==> src/rtl/ifetch_buf.sv <==
// ----------------------------------------------------------------------------
// ifetch_buf -- instruction fetch buffer
//
// Fetches sequential 32-bit instruction words from instruction memory into
// a small FIFO and presents them, in order, to the core's decode stage.
// A redirect from the core flushes the FIFO and restarts fetching at the
// new word-aligned byte address.
//
// Parameters
//   DEPTH        FIFO entries (power of two, 2..16)
//   PC_W         byte-address width of the fetch PC
//
// Ports
//   clk          clock, all state updates on the rising edge
//   clrn         asynchronous, active-high reset
//   redirect     flush and refetch request from the core
//   redirect_pc  new fetch byte address (low two bits ignored)
//   imem_req     fetch request to instruction memory
//   imem_addr    fetch byte address, valid with imem_req
//   imem_ack     memory accepts the request; imem_rdata valid same cycle
//   imem_rdata   fetched instruction word
//   inst_valid   inst/inst_pc hold a deliverable instruction
//   inst         instruction to decode (zero when nothing is valid)
//   inst_pc      byte address of inst (zero when nothing is valid)
//   inst_ready   core consumes inst this cycle
//
// Build option
//   IFB_BYPASS_EN  when defined, a word fetched while the FIFO is empty is
//                  presented on the inst outputs in the same cycle; if the
//                  core takes it right away it never enters the FIFO.
// ----------------------------------------------------------------------------
module ifetch_buf #(
    parameter int DEPTH = 4,
    parameter int PC_W  = 10
) (
    input  logic            clk,
    input  logic            clrn,
    input  logic            redirect,
    input  logic [PC_W-1:0] redirect_pc,
    output logic            imem_req,
    output logic [PC_W-1:0] imem_addr,
    input  logic            imem_ack,
    input  logic [31:0]     imem_rdata,
    output logic            inst_valid,
    output logic [31:0]     inst,
    output logic [PC_W-1:0] inst_pc,
    input  logic            inst_ready
);

    localparam int AW = $clog2(DEPTH);
    localparam int CW = AW + 1;

    logic [PC_W-1:0] fetch_pc;
    logic [AW-1:0]   wr_ptr;
    logic [AW-1:0]   rd_ptr;
    logic [CW-1:0]   count;

    logic [31:0]     mem_inst [DEPTH];
    logic [PC_W-1:0] mem_pc   [DEPTH];

    logic            fifo_nonempty;
    logic            xfer;
    logic            push;
    logic            pop;

    // Redirect targets are word aligned; the two low address bits are dropped.
    logic [1:0]      redirect_pc_unused_bits;
    assign redirect_pc_unused_bits = redirect_pc[1:0];

    assign fifo_nonempty = (count != '0);

    // Request is held off while full, during a redirect and during reset, so
    // a transfer can never collide with a flush or overflow the FIFO.
    assign imem_req  = (count < CW'(DEPTH)) && !redirect && !clrn;
    assign imem_addr = fetch_pc;
    assign xfer      = imem_req && imem_ack;
    assign pop       = fifo_nonempty && inst_ready;

`ifdef IFB_BYPASS_EN
    logic bypass;
    assign bypass = !fifo_nonempty && xfer;
    // A bypassed word taken by the core this cycle is already delivered.
    assign push   = xfer && !(bypass && inst_ready);
`else
    assign push   = xfer;
`endif

    // NOTE: every output is given a default first so no path through this
    // block leaves a variable unassigned (which would infer a latch).
    always_comb begin
        inst_valid = fifo_nonempty;
        inst       = '0;
        inst_pc    = '0;
        if (fifo_nonempty) begin
            inst    = mem_inst[rd_ptr];
            inst_pc = mem_pc[rd_ptr];
        end
`ifdef IFB_BYPASS_EN
        else if (bypass) begin
            inst_valid = 1'b1;
            inst       = imem_rdata;
            inst_pc    = fetch_pc;
        end
`endif
    end

    // NOTE: state registers use non-blocking assignments so every register
    // samples the pre-edge values, independent of statement order.
    always_ff @(posedge clk or posedge clrn) begin
        if (clrn) begin
            fetch_pc <= '0;
            wr_ptr   <= '0;
            rd_ptr   <= '0;
            count    <= '0;
        end else if (redirect) begin
            // Flush wins over any same-cycle pop; push is already blocked
            // because imem_req is low while redirect is high.
            fetch_pc <= {redirect_pc[PC_W-1:2], 2'b00};
            wr_ptr   <= '0;
            rd_ptr   <= '0;
            count    <= '0;
        end else begin
            if (xfer) fetch_pc <= fetch_pc + PC_W'(4);
            // DEPTH is a power of two, so pointers wrap naturally.
            if (push) wr_ptr <= wr_ptr + AW'(1);
            if (pop)  rd_ptr <= rd_ptr + AW'(1);
            case ({push, pop})
                2'b10:   count <= count + CW'(1);
                2'b01:   count <= count - CW'(1);
                default: count <= count;
            endcase
        end
    end

    // NOTE: the storage array is deliberately not reset; stale contents are
    // never visible because the outputs are masked whenever count is zero.
    always_ff @(posedge clk) begin
        if (push) begin
            mem_inst[wr_ptr] <= imem_rdata;
            mem_pc[wr_ptr]   <= fetch_pc;
        end
    end

endmodule

==> config.mk <==
export PLATFORM = sky130hd
export DESIGN_NAME = ifetch_buf
export DESIGN_NICKNAME = d
export VERILOG_FILES = /design/src/rtl/ifetch_buf.sv
export SDC_FILE = /design/constraint.sdc
export NUM_CORES = 1
export LEC_CHECK = 0
export CAP_MARGIN = 20
export CORE_MARGIN = 2
export CORE_UTILIZATION = 54
export DETAILED_ROUTE_END_ITERATION = 8
export MAX_ROUTING_LAYER = met4
export PLACE_DENSITY_LB_ADDON = 0.12
export SYNTH_ARGS = -nofsm -noshare
export SYNTH_HDL_FRONTEND = slang
export SYNTH_SLANG_ARGS = --single-unit
export TNS_END_PERCENT = 50
==> constraint.sdc <==
create_clock -name clk -period 3.6 [get_ports clk]
set_clock_uncertainty 0.15 [all_clocks]
set_input_delay 0.72 -clock clk [delete_from_list [all_inputs] [get_ports clk]]
set_output_delay 0.72 -clock clk [all_outputs]
set_load 0.005 [all_outputs]
==> results of run 1 <==
-- routing by layer --
layer / vias up / share of wire / wire (µm)
met3: 15 / 0.038 / 479
met2: 103 / 0.52 / 6520
met5: - / 0 / 0
met4: 0 / 0.014 / 170
li1: 1614 / - / -
met1: 1851 / 0.42 / 5280
-- cell families after synthesis --
group	share of synthesized area
DFF	0.742
and+or+nand+nor	0.0673
muxes	0.132
buffers and inverters	0.0199
AOI/OAI and AO/OA	0.0222
adders and majority gates	0.0118
xor gates and xnor gates	0.00377
other	0.000538
-- flip-flops by register name, indices dropped and copies added, names as in the netlist --
signal     flops
rd_ptr         2
count          3
imem_addr      8
wr_ptr         2
mem_inst     128
mem_pc        32
-- worst min path at each step --
| stage | startpoint | to | depth (start not counted) |
|---|---|---|---|
| after floorplan | imem_addr[8] | mem_pc[0][8] | 0 |
| after global placement | imem_addr[3] | mem_pc[0][3] | 0 |
| after detailed placement | imem_addr[3] | mem_pc[0][3] | 0 |
| after CTS | imem_addr[3] | mem_pc[1][3] | 0 |
| after global routing | imem_addr[3] | mem_pc[1][3] | 0 |
| final | imem_addr[3] | mem_pc[0][3] | 0 |
-- power groups by stage --
stage	Sequential, µW	Clock, µW	Combinational (µW)
after floorplan	2370	0	731
after global placement	2450	0	1310
after detailed placement	2460	0	1320
after CTS	2420	1880	1330
after global routing	2400	1980	1450
final	2390	1850	1340
-- final cells by class --
cell class | instances | area, µm² | area share
multi-input cells | 155 | 1670 | 0.191
clock inverters | 13 | 170 | 0.0194
repair buffers | 109 | 1100 | 0.125
clock buffers | 19 | 433 | 0.0493
flip-flops and latches | 175 | 5180 | 0.590
well taps | 172 | 215 | 0.0245
inverters | 3 | 11.3 | 0.00128
-- stage by stage --
stage                     worst slack, ns  cells   util  hold WS [ns]  total power (µW)
after floorplan                     0.482    357      -         0.398              3100
after global placement              0.566    613  0.647         0.429              3760
after detailed placement            0.550    613  0.647         0.445              3780
after CTS                          0.0962    645  0.695         0.461              5630
after global routing                0.126    646  0.696         0.500              5830
final                               0.247    646  0.696         0.456              5580
-- cells in the mapped netlist, drive strengths merged, types with 3 or more instances --
library cell	n
a221o	5
and2	45
a21oi	3
inv	3
nand3	4
nor3	3
dfrtp	15
clkbuf	8
nor2	9
buf	16
o21ai	6
ha	5
nand2	7
mux4	40
edfxtp	160
-- cells in the final DEF (no fill, tap or decap), types with 3 or more instances in the layout --
master	instances
edfxtp_1	160
clkdlybuf4s50_1	94
and2_1	41
mux4_2	40
clkbuf_16	17
dfrtp_1	13
buf_4	11
nor2_1	9
nand2_1	7
o21ai_0	6
clkinv_2	6
a221o_1	5
ha_1	5
nand3_1	4
and2_2	4
conb_1	4
bufinv_16	4
nor3_1	3
inv_1	3
a21oi_1	3
buf_12	3
-- critical path, cell delays in order, from the launching register on --
cell	delay (ns)
dfrtp_1	0.48
or3_2	0.82
and2_1	0.31
clkdlybuf4s50_1	0.45
==> metrics.md, run 1 <==
| Metric | Value |
|---|---|
| Outcome | completed |
| R2R setup slack | 1.33 ns |
| Num CTS Buffers | 17 |
| Pin count of the biggest net entering global routing | 44 |
| Vias/cell | 5.55 |
| Vias | 3583 |
| Post-CTS Setup Repair Bufs | 0 |
| Fillers | 866 |
| # rows | 41 |
| Met3 Usage GRT | 0.0446 |
| Register area share after synthesis | 0.742 |
| Worst r2r src | count[2] |
| Global-route wire length before repair | 19900 µm |
| Worst vdd ir | 406 µV |
| Fmax | 0.298 GHz |
| Global route overflow | 0 |
| Data arrival, critical path | 2.48 ns |
| Switch share | 0.233 |
| Power per cell area | 635 nW/µm² |
| Antenna Cells | 0 |
| DRC | 0 |
| Worst min path class | flop to flop |
| Net count, final | 514 |
| Clock transition at path regs | 0.06 ns |
| Detail Placement HPWL | 7350 µm |
| Final slew viol count | 0 |
| Met1 usage | 0.251 |
| Post-CTS Resized | 0 |
| Final setup vio count | 0 |
| GPL Wtd Cong | 0.805 |
| Synth Flop Type | edfxtp_1 |
| Routed WL | 12400 µm |
| PortBufs | 94 |
| R2r endpoint | count[2] |
| Die area | 13800 µm² |
| Skew-Pair Late Insertion Delay | 0.42 ns |
| Vias in the first global route | 3652 |
| CTS H-tree lvls | 4 |
| Final ANT Viol Nets | 0 |
| Top cells by area, synth | edfxtp_1, mux4_2, dfrtp_1 |
| Share of cells above drive strength 1 | 0.198 |
| CP required | 2.73 ns |
| Clock sink total | 175 |
| P_int | 4280 µW |
| Final hold violations | 0 |
| Bufs on Longest Clock Path | 2 |
| CP endpoint kind | output pin |
| Cells on worst reg2reg path | 6 |
| Max_cap viols | 0 |
| Final critical-path required period | 3.35 ns |
| Starting Density | 0.553 |
| Share of synthesized flip-flops with an asynchronous set or reset | 0.0857 |
| # IOs | 101 |
| FF+latch count, synth | 175 |
| Mapped Cells | 354 |
| Crit Path Class | flop to output pin |
| Average routed wire per standard cell | 19.3 µm |
| Worst setup endpoint | inst_pc[7] |
| Share of the synthesized area in the top cell type | 0.689 |
| Ys Warns | 0 |
| Max_slew headroom | 0.487 |
| Core area | 12600 µm² |
| Synth area leader | edfxtp_1 |
| Finished Cell Area | 8790 µm² |
| Sequential share of power | 0.428 |
| GRT Max-Usage Layer | met2 |
| Switching pwr | 1300 µW |
| Worst-margin pin slew | 0.769 ns |
| Max FO, Critical Path | 43 |
| Root buffer cell | clkbuf_16 |
| DIE WIDTH | 118 µm |
| Cell area after synthesis | 6980 µm² |
| RSZ-0062 raised after global routing | no |
| Setup tns final | 0 ns |
| Area Growth Syn to Fin | 26.0% |
| Placed instance area | 8170 µm² |
| Initial antenna violation count | 0 |
| Critical Path Source | count[2] |
| Type of origin of the critical path | flop |
| Static Leak | 0.00292 µW |
| Mean Syn Cell Area | 19.7 µm² |
| DRT Pass-1 Iters | 7 |
| Die Ht | 118 µm |
| Hold buffers post-CTS | 0 |
| Met2 usage | 0.327 |
| Total global-route track usage | 0.200 |
| Logic pwr share | 0.240 |
| Part of the cycle the worst path needs | 0.931 |
| Starting DRT DRC Count | 294 |
| Yosys cell types | 39 |
| Number of synthesized flops with an enable pin | 160 |
| CTS tree | done |
| Clock share of power | 0.332 |
No activity file was read; power rests on OpenSTA's default activity.
==> run 2: changes to the inputs <==
Settings changed: SKIP_LAST_GASP set to 1.
==> results of run 2 <==
No change in the layout: final DEF, timing and power equal those of run 1.
